**src/rtl/uart_pkg.sv**
```systemverilog
// Shared UART-path definitions: ASCII framing constants and the report FSM state encoding.
package uart_pkg;

  localparam logic [7:0] ASCII_ZERO = 8'h30;
  localparam logic [7:0] ASCII_CR   = 8'h0D;
  localparam logic [7:0] ASCII_LF   = 8'h0A;

  typedef enum logic [1:0] {
    ST_IDLE = 2'd0,
    ST_CONV = 2'd1,
    ST_SEND = 2'd2,
    ST_DONE = 2'd3
  } report_state_e;

  function automatic logic [7:0] ascii_digit(input logic [3:0] bcd_digit);
    return ASCII_ZERO + {4'h0, bcd_digit};
  endfunction

endpackage

```
**src/rtl/bin2bcd_seq.sv**
```systemverilog
// Sequential double-dabble converter: one shift-add-3 step per clock, CNT_W steps in total.
// The first shift is folded into the load, so done pulses CNT_W-1 cycles after start.
module bin2bcd_seq #(
  parameter int CNT_W  = 14,
  parameter int DIGITS = 4
) (
  input  logic                  clk,
  input  logic                  rst,
  input  logic                  start,
  input  logic [CNT_W-1:0]      bin,
  output logic                  busy,
  output logic                  done,
  output logic [4*DIGITS-1:0]   bcd
);
  import uart_pkg::*;

  localparam int CW = $clog2(CNT_W + 1);
  localparam logic [CW-1:0] LAST_CNT = CW'(CNT_W - 1);

  logic [CNT_W-1:0]    bin_q, bin_d;
  logic [4*DIGITS-1:0] bcd_q, bcd_d, adj_s;
  logic [CW-1:0]       cnt_q, cnt_d;
  logic                busy_q, busy_d;
  logic                done_q, done_d;

  // add-3 correction for every digit that would overflow on the next shift
  always_comb begin
    adj_s = bcd_q;
    for (int i = 0; i < DIGITS; i++) begin
      if (bcd_q[4*i +: 4] >= 4'd5) begin
        adj_s[4*i +: 4] = bcd_q[4*i +: 4] + 4'd3;
      end else begin
        adj_s[4*i +: 4] = bcd_q[4*i +: 4];
      end
    end
  end

  // load / iterate / finish sequencing
  always_comb begin
    bin_d  = bin_q;
    bcd_d  = bcd_q;
    cnt_d  = cnt_q;
    busy_d = busy_q;
    done_d = 1'b0;
    if (start) begin
      bin_d  = bin << 1;
      bcd_d  = {{(4*DIGITS-1){1'b0}}, bin[CNT_W-1]};
      cnt_d  = CW'(1);
      busy_d = 1'b1;
    end else if (busy_q) begin
      {bcd_d, bin_d} = {adj_s, bin_q} << 1;
      cnt_d = cnt_q + CW'(1);
      if (cnt_q == LAST_CNT) begin
        busy_d = 1'b0;
        done_d = 1'b1;
      end else begin
        busy_d = 1'b1;
      end
    end else begin
      busy_d = 1'b0;
    end
  end

  // state registers
  always_ff @(posedge clk) begin
    if (rst) begin
      bin_q  <= '0;
      bcd_q  <= '0;
      cnt_q  <= '0;
      busy_q <= 1'b0;
      done_q <= 1'b0;
    end else begin
      bin_q  <= bin_d;
      bcd_q  <= bcd_d;
      cnt_q  <= cnt_d;
      busy_q <= busy_d;
      done_q <= done_d;
    end
  end

  assign busy = busy_q;
  assign done = done_q;
  assign bcd  = bcd_q;

endmodule

```
**src/rtl/counter_report_tx.sv**
```systemverilog
// Renders a saturated counter snapshot as a fixed-width ASCII decimal frame and
// pushes it byte-by-byte into the UART TX FIFO; one request may queue behind the active frame.
module counter_report_tx #(
  parameter int CNT_W     = 14,
  parameter int DIGITS    = 4,
  parameter int MAX_VAL   = 9999,
  parameter int SEND_CRLF = 1
) (
  input  logic             clk,
  input  logic             rst,
  input  logic [CNT_W-1:0] counter,
  input  logic             report_req,
  input  logic             tx_full,
  output logic             tx_push,
  output logic [7:0]       tx_data,
  output logic             busy,
  output logic             done
);
  import uart_pkg::*;

  localparam int FRAME_LEN = DIGITS + 2 * SEND_CRLF;
  localparam int IDX_W     = $clog2(FRAME_LEN + 1);
  localparam logic [IDX_W-1:0] LAST_IDX  = IDX_W'(FRAME_LEN - 1);
  localparam logic [IDX_W-1:0] DIGIT_CNT = IDX_W'(DIGITS);
  localparam logic [CNT_W-1:0] SAT_VAL   = CNT_W'(MAX_VAL);

  report_state_e       state_q, state_d;
  logic                pending_q, pending_d;
  logic [IDX_W-1:0]    byte_idx_q, byte_idx_d;
  logic                start_s;
  logic [CNT_W-1:0]    sat_s;
  logic                conv_busy_s, conv_done_s;
  logic [4*DIGITS-1:0] bcd_s, digit_shift_s;
  logic [7:0]          frame_byte_s;

  assign sat_s = (counter > SAT_VAL) ? SAT_VAL : counter;

  bin2bcd_seq #(
    .CNT_W  (CNT_W),
    .DIGITS (DIGITS)
  ) u_bin2bcd (
    .clk   (clk),
    .rst   (rst),
    .start (start_s),
    .bin   (sat_s),
    .busy  (conv_busy_s),
    .done  (conv_done_s),
    .bcd   (bcd_s)
  );

  // state, pending flag and byte index registers
  always_ff @(posedge clk) begin
    if (rst) begin
      state_q    <= ST_IDLE;
      pending_q  <= 1'b0;
      byte_idx_q <= '0;
    end else begin
      state_q    <= state_d;
      pending_q  <= pending_d;
      byte_idx_q <= byte_idx_d;
    end
  end

  // next-state logic; a request arriving in DONE restarts directly, sampling counter on that edge
  always_comb begin
    state_d    = state_q;
    pending_d  = pending_q;
    byte_idx_d = byte_idx_q;
    start_s    = 1'b0;
    case (state_q)
      ST_IDLE: begin
        if (report_req && !conv_busy_s) begin
          state_d = ST_CONV;
          start_s = 1'b1;
        end else begin
          state_d = ST_IDLE;
        end
      end
      ST_CONV: begin
        pending_d = pending_q | report_req;
        if (conv_done_s) begin
          state_d = ST_SEND;
        end else begin
          state_d = ST_CONV;
        end
      end
      ST_SEND: begin
        pending_d = pending_q | report_req;
        if (!tx_full) begin
          if (byte_idx_q == LAST_IDX) begin
            state_d    = ST_DONE;
            byte_idx_d = '0;
          end else begin
            byte_idx_d = byte_idx_q + IDX_W'(1);
          end
        end else begin
          byte_idx_d = byte_idx_q;
        end
      end
      ST_DONE: begin
        if (pending_q || report_req) begin
          state_d   = ST_CONV;
          start_s   = 1'b1;
          pending_d = 1'b0;
        end else begin
          state_d = ST_IDLE;
        end
      end
      default: begin
        state_d    = ST_IDLE;
        pending_d  = 1'b0;
        byte_idx_d = '0;
      end
    endcase
  end

  // frame mux and handshake outputs; digit 0 of the frame is the most significant BCD nibble
  always_comb begin
    digit_shift_s = bcd_s << {byte_idx_q, 2'b00};
    if (byte_idx_q < DIGIT_CNT) begin
      frame_byte_s = ascii_digit(digit_shift_s[4*DIGITS-1 -: 4]);
    end else if (byte_idx_q == DIGIT_CNT) begin
      frame_byte_s = ASCII_CR;
    end else begin
      frame_byte_s = ASCII_LF;
    end

    if (state_q == ST_SEND) begin
      tx_push = !tx_full;
      tx_data = frame_byte_s;
    end else begin
      tx_push = 1'b0;
      tx_data = 8'h00;
    end
    busy = (state_q == ST_CONV) || (state_q == ST_SEND);
    done = (state_q == ST_DONE);
  end

endmodule

```
**config.mk**
```make
export PLATFORM = sky130hd
export DESIGN_NAME = counter_report_tx
export DESIGN_NICKNAME = d
export VERILOG_FILES = /design/src/rtl/uart_pkg.sv /design/src/rtl/bin2bcd_seq.sv /design/src/rtl/counter_report_tx.sv
export SDC_FILE = /design/constraint.sdc
export NUM_CORES = 1
export LEC_CHECK = 0
export CORE_MARGIN = 4
export CORE_UTILIZATION = 49
export DETAILED_ROUTE_END_ITERATION = 12
export DONT_BUFFER_PORTS = 1
export PLACE_DENSITY_LB_ADDON = 0.08
export SLEW_MARGIN = 40
export SYNTH_ARGS = -nofsm -noshare
export SYNTH_HDL_FRONTEND = slang
export SYNTH_SLANG_ARGS = --single-unit
```
**constraint.sdc**
```tcl
create_clock -name clk -period 3.9 [get_ports clk]
set_input_delay 0.78 -clock clk [delete_from_list [all_inputs] [get_ports clk]]
set_output_delay 0.78 -clock clk [all_outputs]
set_load 0.02 [all_outputs]
```
==> results of run 1 <==
## cell usage after synthesis, types with 2 or more instances
library cell,instances,share of area [%]
a21oi_1,25,5.3
or3b_1,5,1.9
buf_2,4,0.85
nor2b_1,5,1.3
dfxtp_1,41,35
mux2_2,2,0.96
a22o_1,3,1.1
a31oi_1,5,1.3
o22ai_1,8,2.1
a21boi_0,2,0.64
o21a_1,2,0.64
o21ai_0,9,1.9
nand2_1,27,4.3
nand3_1,10,2.1
or3_1,6,1.6
inv_1,18,2.9
nand2b_1,9,2.4
clkbuf_1,11,1.8
ha_1,15,8.0
xnor2_1,2,0.75
nor3_1,11,2.3
mux4_2,3,2.9
nor3b_1,2,0.64
mux2i_1,9,3.8
a211oi_1,11,3.5
buf_4,3,0.96
nor2_1,13,2.1
xor2_1,2,0.75
## power by group through the flow
| stage | combinational [uW] | clock, uW | sequential [uW] |
|---|---|---|---|
| 2_1_floorplan | 123 | 0 | 467 |
| 3_3_place_gp | 139 | 0 | 472 |
| 3_5_place_dp | 140 | 0 | 473 |
| 4_1_cts | 140 | 293 | 463 |
| 5_1_grt | 158 | 312 | 467 |
| 6_report | 139 | 279 | 463 |
## cell type report
cell class              count  area (um^2)  area share (%)
clock buffers               7         86.3            3.55
inverters                  18         67.6            2.78
multi-input cells         202         1380            56.7
flip-flops and latches     41          821            33.7
well taps                  52         65.1            2.67
repair buffers              2         15.0           0.617
## how the worst max path moves through the flow
stage,endpoint
6_report,tx_data[0]
5_1_grt,tx_data[0]
4_1_cts,tx_data[0]
3_5_place_dp,u_bin2bcd.bin_q[4]
3_3_place_gp,u_bin2bcd.bin_q[4]
2_1_floorplan,tx_data[5]
## flip-flops by register name (all words and copies together) (netlist names), named ones only
register,flops
u_bin2bcd.bcd,16
u_bin2bcd.done,1
u_bin2bcd.cnt_q,4
u_bin2bcd.bin_q,13
byte_idx_q,3
state_q,1
u_bin2bcd.busy,1
pending_q,1
## worst max-delay path: stages, from the launching register on
cell	delay (ns)
dfxtp_1	0.59
mux4_2	0.30
nand2b_1	0.05
a21boi_0	0.57
## per-stage QoR
stage,cell area [um^2],cells
6_report,2430,322
3_3_place_gp,2350,315
4_1_cts,2430,322
3_5_place_dp,2350,315
2_1_floorplan,2350,280
5_1_grt,2430,322
## layer usage
layer | track usage (%) | vias up | share of wire, %
li1 | - | 972 | -
met1 | 20.5 | 820 | 48
met2 | 26.0 | 29 | 45
met3 | 3.98 | 8 | 4.5
met4 | 7.47 | 0 | 2.0
met5 | 0 | - | 0
## logic make-up after synthesis
logic type | synth area share, %
multiplexers | 7.68
buffers and inverters | 6.62
flip-flops | 35.0
adder cells (fa/ha/maj) | 8.00
AND/OR/NAND/NOR | 20.5
AO/OA/AOI/OAI | 20.5
XOR/XNOR | 1.49
other | 0.160
==> run_results.csv, run 1 <==
group,metric,value,unit
power_and_ir_drop,p_sw,239,uW
cts,cts_resized,0,
floorplan,rows,24,
sta,relSlewSlack,50.0,%
sta,slew_viol_final,0,
placement,globalplace.congestion,0.803,
floorplan,coreArea,0.00450,mm^2
finish,num-fill-cells,462,
detailed_routing,vias,1829,
worst_setup_path,r2r_cells,6,
finish,mostFrequentLayoutCell,"dfxtp_1",
worst_setup_path,worstReg2RegEnd,"u_bin2bcd.bin_q[4]",
min_path,holdPathStages,2,
worst_setup_path,crit_path_start_kind,"flop",
synthesis,yosysUniqueCellTypes,44,
grt,grt_pass1_wl,7780,um
synthesis,syn_area_per_cell,8.40,um^2
placement,dp_hpwl,3110,um
detailed_routing,wl_per_cell,14.1,um
synthesis,ys_ff_latch,41,
worst_setup_path,r2r_setup_slack,1.52,ns
sta,fin_ws,1.32,ns
power_and_ir_drop,p_total,881,uW
cts,path_clk_slew,0.07,ns
cts,cts_sinks,41,
sta,hold_slack,0.471,ns
min_path,min-delay-start,"u_bin2bcd.bin_q[1]",
cts,root_buffer,"clkbuf_8",
finish,area_growth,3.79,%
synthesis,synth-edff-count,0,
sta,fin_setup_tns,0,ns
worst_setup_path,critPathLaunch,"byte_idx_q[1]",
floorplan,fp.dieW,77.2,um
worst_setup_path,endpoint_kind,"primary output",
grt,grt_pass1_vias,1739,
power_and_ir_drop,internal-power,642,uW
placement,portBuffers,0,
worst_setup_path,cp.arrival,1.80,ns
sta,worst_slew_pin_slew,0.748,ns
worst_setup_path,path_class,"reg -> out",
power_and_ir_drop,p_seq_share,52.6,%
cts,htree_num_levels,2,
sta,fin_crit_sh,66.3,%
floorplan,start_util,52.1,%
synthesis,syn-cell-area,0.00234,mm^2
detailed_routing,first_pass_iters,4,
grt,antenna_found_initial,0,
power_and_ir_drop,irDropWorstVdd,0.182,mV
flow_run,cap_violations,0,
detailed_routing,antenna_left,0,
sta,skew,0.00715,ns
power_and_ir_drop,p_sw_share,27.1,%
worst_setup_path,worstPathMaxFanout,10,
synthesis,seq_area_frac_synth,35.0,%
cts,cts_buffer_depth,2,
finish,drive_gt1_share,5.93,%
synthesis,syn_inst,279,
placement,dpl_worst_slack,1.52,ns
floorplan,die_area,0.00596,mm^2
grt,grt_start_max_net_pins,50,
min_path,holdPathEnd,"u_bin2bcd.bin_q[1]",
synthesis,async_flop_share,0,%
worst_setup_path,worstReg2RegStart,"state_q[0]",
finish,nets,303,
cts,numCtsBuffers,5,
detailed_routing,via_per_inst,5.68,
sta,hold_viol,0,
worst_setup_path,cp.required,3.12,ns
floorplan,die_y,77.2,um
power_and_ir_drop,power_density,362,mW/mm^2
sta,finalSetupViolations,0,
sta,rsz0062_at_grt,"no",
finish,post-route-util,54.0,%
sta,fmax,387,MHz
grt,grt_usage,16.2,%
sta,period_minus_slack,2.58,ns
floorplan,ios,29,
min_path,hold_path_class,"reg -> reg",
power_and_ir_drop,combinationalPowerShare,15.8,%
detailed_routing,drtIter0Drc,79,
synthesis,yosys_warnings,0,
detailed_routing,wl,4530,um
cts,cts_tree,"done",
grt,grt.overflow.total,0,
power_and_ir_drop,clockPowerShare,31.7,%
cts,post-cts-setup-buffer-count,0,
synthesis,yosys_most_used_dff,"dfxtp_1",
power_and_ir_drop,p_leak,0.000816,uW
cts,clock_latency,0.30,ns
run_status,status,"completed",
finish,layout_common_cells,"dfxtp_1, nand2_1, a21oi_1",
detailed_routing,drc_errors,0,
cts,cts_hold_buf,0,
finish,n_antenna_cell,0,
Power figures use the tool's default switching activity.
==> inputs of run 2 (changes only) <==
Settings changed: ABC_AREA from default to 1.
Clock period 3.9 ns to 2.4 ns, I/O delays scaled along.
==> run_results.csv, run 2 <==
group,metric,value,unit
sta,worst_slew_pin_slew,0.548,ns
worst_setup_path,path_cells,"inv_1 > nor2_1 > a22oi_1 > nand2_1 > nand2_1 > a21oi_1",
finish,mostFrequentLayoutCell,"nand2_1",
finish,nets,382,
worst_setup_path,endpoint_kind,"primary output",
worst_setup_path,path_class,"reg -> out",
floorplan,coreArea,0.00475,mm^2
grt,grtUsageMet1,21.2,%
finish,layout_common_cells,"nand2_1, inv_1, nor2_1",
sta,skew,0.00795,ns
floorplan,ios,29,
sta,rsz0062_at_grt,"no",
finish,layout.cells.non_filler,416,
power_and_ir_drop,p_seq_share,36.6,%
worst_setup_path,cp_top_family,"compound AO/OA/AOI/OAI gates",
cts,path_clk_slew,0.08,ns
grt,grt.overflow.total,0,
cts,numCtsBuffers,5,
cts,cts_tree,"done",
power_and_ir_drop,combinationalPowerShare,46.0,%
sta,relSlewSlack,63.0,%
synthesis,syn-cell-area,0.00242,mm^2
floorplan,die_area,0.00613,mm^2
finish,largest_reg_flops,16,
floorplan,start_util,50.9,%
power_and_ir_drop,power_density,1050,mW/mm^2
sta,hold_slack,0.235,ns
power_and_ir_drop,p_total,2640,uW
synthesis,seq_area_frac_synth,33.9,%
grt,met3_usage,4.47,%
grt,grt-busiest-layer,"met2",
sta,slew_viol_final,0,
finish,n_antenna_cell,0,
synthesis,ys_ff_latch,41,
synthesis,synth_top_family_by_area,"simple AND/OR/NAND/NOR gates",
worst_setup_path,worstReg2RegStart,"state_q[0]",
sta,period_minus_slack,2.19,ns
worst_setup_path,critPathBufInv,1,
sta,fin_setup_tns,0,ns
worst_setup_path,crit_path_start_kind,"flop",
run_status,status,"completed",
synthesis,yosysMostFrequentCell,"nand2_1",
placement,dp_hpwl,3700,um
floorplan,rows,25,
cts,cts_hold_buf,0,
cts,clock_latency,0.30,ns
synthesis,synth_adder_area_share,7.76,%
synthesis,syn_area_per_cell,6.86,um^2
finish,drive_gt1_share,7.45,%
synthesis,synth-edff-count,0,
synthesis,synth.area.top_cells,"dfxtp_1, nand2_1, ha_1",
power_and_ir_drop,p_sw,1180,uW
cts,cts_sinks,41,
flow_run,cap_violations,0,
power_and_ir_drop,p_leak,0.00106,uW
sta,finalSetupViolations,0,
min_path,hold_path_class,"in -> reg",
floorplan,die_y,78.3,um
detailed_routing,wl_per_cell,12.0,um
detailed_routing,drc_errors,0,
synthesis,synthMuxAreaShare,0,%
power_and_ir_drop,clockPowerShare,17.5,%
worst_setup_path,cp.arrival,1.71,ns
detailed_routing,first_pass_iters,4,
power_and_ir_drop,p_sw_share,44.5,%
worst_setup_path,worstPathMaxFanout,6,
cts,root_buffer,"clkbuf_8",
synthesis,yosys.area.top_type_share,33.9,%
placement,globalplace.congestion,0.824,
placement,placedCellCount,409,
grt,grt_pass1_vias,2065,
detailed_routing,via_per_inst,5.06,
grt,grt_pass1_wl,8770,um
cts,cts_resized,0,
worst_setup_path,cp.required,1.92,ns
worst_setup_path,r2r_setup_slack,0.42,ns
finish,seq_area,821,um^2
min_path,min-delay-start,"rst",
power_and_ir_drop,irDropWorstVdd,0.548,mV
detailed_routing,vias,2107,
grt,antenna_found_initial,0,
finish,multi_input_area,0.00133,mm^2
detailed_routing,drtIter0Drc,87,
synthesis,yosys_warnings,0,
synthesis,synth_xor_area_share,2.17,%
finish,area_growth,4.29,%
cts,cts_buffer_depth,2,
grt,grt_start_max_net_pins,32,
power_and_ir_drop,internal-power,1470,uW
detailed_routing,antenna_left,0,
synthesis,synthSimpleGateAreaFrac,25.6,%
cts,htree_num_levels,2,
synthesis,yosysUniqueCellTypes,30,
sta,hold_viol,0,
synthesis,syn_inst,353,
worst_setup_path,critPathLaunch,"byte_idx_q[0]",
synthesis,async_flop_share,0,%
floorplan,fp.dieW,78.3,um
synthesis,synth_compound_area_share,19.2,%
worst_setup_path,cpPeakStageDelay,0.38,ns
synthesis,yosys_most_used_dff,"dfxtp_1",
detailed_routing,wl,5010,um
placement,portBuffers,0,
grt,grt_usage,17.7,%
synthesis,synth_top_cell_by_area,"dfxtp_1",
synthesis,synthTopCellsByCount,"nand2_1, inv_1, nor2_1, dfxtp_1, a21oi_1",
worst_setup_path,crit_path_frequent_cell,"nand2_1",
grt,grt_util_met2,30.0,%
cts,post-cts-setup-buffer-count,0,
worst_setup_path,cpMaxStageDelayCell,"a21oi_1",
finish,num-fill-cells,484,
sta,fmax,457,MHz
sta,fin_crit_sh,91.1,%
[run 2: final cells by class]
type                            count  share of cell area, %
Timing Repair Buffer                3                  0.892
Multi-Input combinational cell    251                   52.9
Sequential cell                    41                   32.5
Tap cell                           67                   3.32
Inverter                           47                   6.99
Clock buffer                        7                   3.42
[run 2: path summary, 6_finish.rpt]
kind,cells after the start,end
setup / recovery,6,tx_data[2]
hold / removal,1,u_bin2bcd.busy
setup reg to reg,9,u_bin2bcd.bin_q[7]
hold reg to reg,2,u_bin2bcd.bcd[7]
[run 2: kinds of logic (layout without fill, tap and decap cells)]
logic type | count (synthesis) | in the layout
DFF | 41 | 41
adders and majority gates | 15 | 15
and+or+nand+nor | 149 | 149
xor gates and xnor gates | 6 | 6
AOI/OAI and AO/OA | 79 | 79
buffers and inverters | 62 | 57
other | 1 | 2
[run 2: per-layer routing]
metal / routed length [um] / part of all wire [%] / vias to the layer above
met5: 0 / 0 / -
met4: 71 / 1.4 / 0
met3: 265 / 5.3 / 9
met2: 2340 / 47 / 42
met1: 2330 / 46 / 931
li1: - / - / 1125
[run 2: through the flow]
stage / setup WS [ns] / area [um^2] / utilization (%)
2_1_floorplan: 0.633 / 2420 / -
3_3_place_gp: 0.460 / 2440 / 51.3
3_5_place_dp: 0.401 / 2440 / 51.3
4_1_cts: 0.203 / 2520 / 53.1
5_1_grt: 0.0370 / 2520 / 53.1
6_report: 0.213 / 2520 / 53.1
[run 2: power groups by stage]
stage	Combinational (uW)	Clock, uW	Sequential, uW
5_1_grt	1420	501	988
4_1_cts	1230	478	966
3_3_place_gp	1220	0	981
6_report	1210	463	966
2_1_floorplan	1070	0	949
3_5_place_dp	1220	0	981
==> inputs of run 3 (changes only) <==
Settings changed: PLACE_DENSITY from default to 0.63, PLACE_DENSITY_LB_ADDON 0.08 to default.
==> run_results.csv, run 3 (synthesis gave the netlist of run 2 again) <==
group,metric,value,unit
finish,mostFrequentLayoutCell,"nand2_1",
detailed_routing,drc_errors,0,
sta,fin_ws,0.236,ns
worst_setup_path,path_cells,"inv_1 > nor2_1 > a22oi_1 > nand2_1 > nand2_1 > a21oi_1",
detailed_routing,via_per_inst,5.03,
worst_setup_path,cpPeakStageDelay,0.38,ns
detailed_routing,vias,2097,
finish,drive_gt1_share,7.71,%
grt,grt.overflow.total,0,
power_and_ir_drop,p_sw,1170,uW
finish,area_growth,4.60,%
floorplan,die_y,78.3,um
grt,grt_pass1_wl,8670,um
floorplan,ios,29,
run_status,status,"completed",
detailed_routing,antenna_left,0,
power_and_ir_drop,irDropWorstVdd,0.589,mV
floorplan,die_area,0.00613,mm^2
cts,cts_resized,0,
cts,cts_buffer_depth,2,
detailed_routing,first_pass_iters,4,
cts,cts_tree,"done",
sta,period_minus_slack,2.16,ns
worst_setup_path,cp.arrival,1.68,ns
floorplan,rows,25,
cts,post-cts-setup-buffer-count,0,
cts,cts_sinks,41,
grt,grt_pass1_vias,1959,
detailed_routing,wl_per_cell,12.0,um
sta,worst_slew_pin_slew,0.559,ns
cts,path_clk_slew,0.08,ns
power_and_ir_drop,power_density,1040,mW/mm^2
finish,post-route-util,53.2,%
worst_setup_path,crit_path_start_kind,"flop",
finish,largest_reg_flops,16,
sta,fmax,462,MHz
sta,relSlewSlack,62.2,%
cts,numCtsBuffers,5,
grt,grt_usage,17.3,%
placement,portBuffers,0,
sta,slew_viol_final,0,
sta,skew,0.00663,ns
power_and_ir_drop,p_seq_share,36.5,%
flow_run,cap_violations,0,
sta,fin_crit_sh,90.2,%
power_and_ir_drop,p_leak,0.00106,uW
detailed_routing,wl,5020,um
floorplan,fp.dieW,78.3,um
worst_setup_path,path_class,"reg -> out",
placement,dpl-instance-area,0.00244,mm^2
worst_setup_path,cp.required,1.92,ns
detailed_routing,drtIter0Drc,91,
floorplan,coreArea,0.00475,mm^2
power_and_ir_drop,clockPowerShare,17.4,%
finish,layout_common_cells,"nand2_1, inv_1, nor2_1",
worst_setup_path,worstPathMaxFanout,6,
finish,nets,383,
floorplan,start_util,50.9,%
sta,rsz0062_at_grt,"no",
grt,grt_start_max_net_pins,32,
worst_setup_path,cpMaxStageDelayCell,"a21oi_1",
finish,fin_area,0.00253,mm^2
worst_setup_path,endpoint_kind,"primary output",
power_and_ir_drop,p_sw_share,44.3,%
finish,n_antenna_cell,0,
power_and_ir_drop,combinationalPowerShare,46.0,%
sta,finalSetupViolations,0,
cts,root_buffer,"clkbuf_8",
cts,cts_hold_buf,0,
power_and_ir_drop,internal-power,1470,uW
placement,dp_hpwl,3670,um
sta,fin_setup_tns,0,ns
finish,num-fill-cells,508,
worst_setup_path,crit_path_frequent_cell,"nand2_1",
cts,clock_latency,0.29,ns
min_path,hold_path_class,"in -> reg",
cts,htree_num_levels,2,
grt,antenna_found_initial,0,
placement,dpl_worst_slack,0.526,ns
placement,globalplace.congestion,0.816,
sta,hold_viol,0,
-- run 3: changes by cell type in the layout (fill, tap and decap cells not counted), sizes merged --
cell,previous run,this run
buf,3,4
-- run 3: per-stage QoR --
stage          total power, uW  instances  hold WS [ns]
3_5_place_dp              2190        410         0.490
2_1_floorplan             2020        354         0.461
6_report                  2640        417         0.243
4_1_cts                   2660        417         0.237
3_3_place_gp              2180        410         0.478
5_1_grt                   2890        417         0.232
-- run 3: power by group through the flow --
stage / clock network, uW / registers [uW] / logic, uW
after global placement: 0 / 978 / 1200
after floorplan: 0 / 949 / 1070
final: 460 / 964 / 1210
after detailed placement: 0 / 980 / 1210
after global routing: 503 / 986 / 1400
after CTS: 474 / 965 / 1220
-- run 3: metal layers --
metal	vias up	track usage (%)	part of all wire, %
met5	-	0	0
met2	38	28.6	46
met1	925	21.9	49
met3	10	4.01	3.4
li1	1124	-	-
met4	0	6.82	2.0
-- run 3: layout make-up --
type	instances	area, um^2	share of cell area [%]
timing repair buffer	4	30.0	1.19
sequential	41	821	32.4
tap	67	83.8	3.31
multi-input combinational	251	1330	52.7
clock buffer	7	86.3	3.41
inverter	47	176	6.97
-- run 3: critical path, delay by kind of cell (launching register included) --
family                 cells  cell delay [ns]
flip-flops                 1             0.37
AO/OA/AOI/OAI              2             0.50
buffers and inverters      1             0.08
AND/OR/NAND/NOR            3             0.44
-- run 3: path summary, 6_finish.rpt --
check	start	endpoint	slack, ns	cells after the start
min reg2reg	u_bin2bcd.bcd[3]	u_bin2bcd.bcd[3]	0.50	2
max	byte_idx_q[0]	tx_data[0]	0.24	6
max reg2reg	flop	u_bin2bcd.bin_q[13]	0.51	9
min	rst	flop	0.24	1
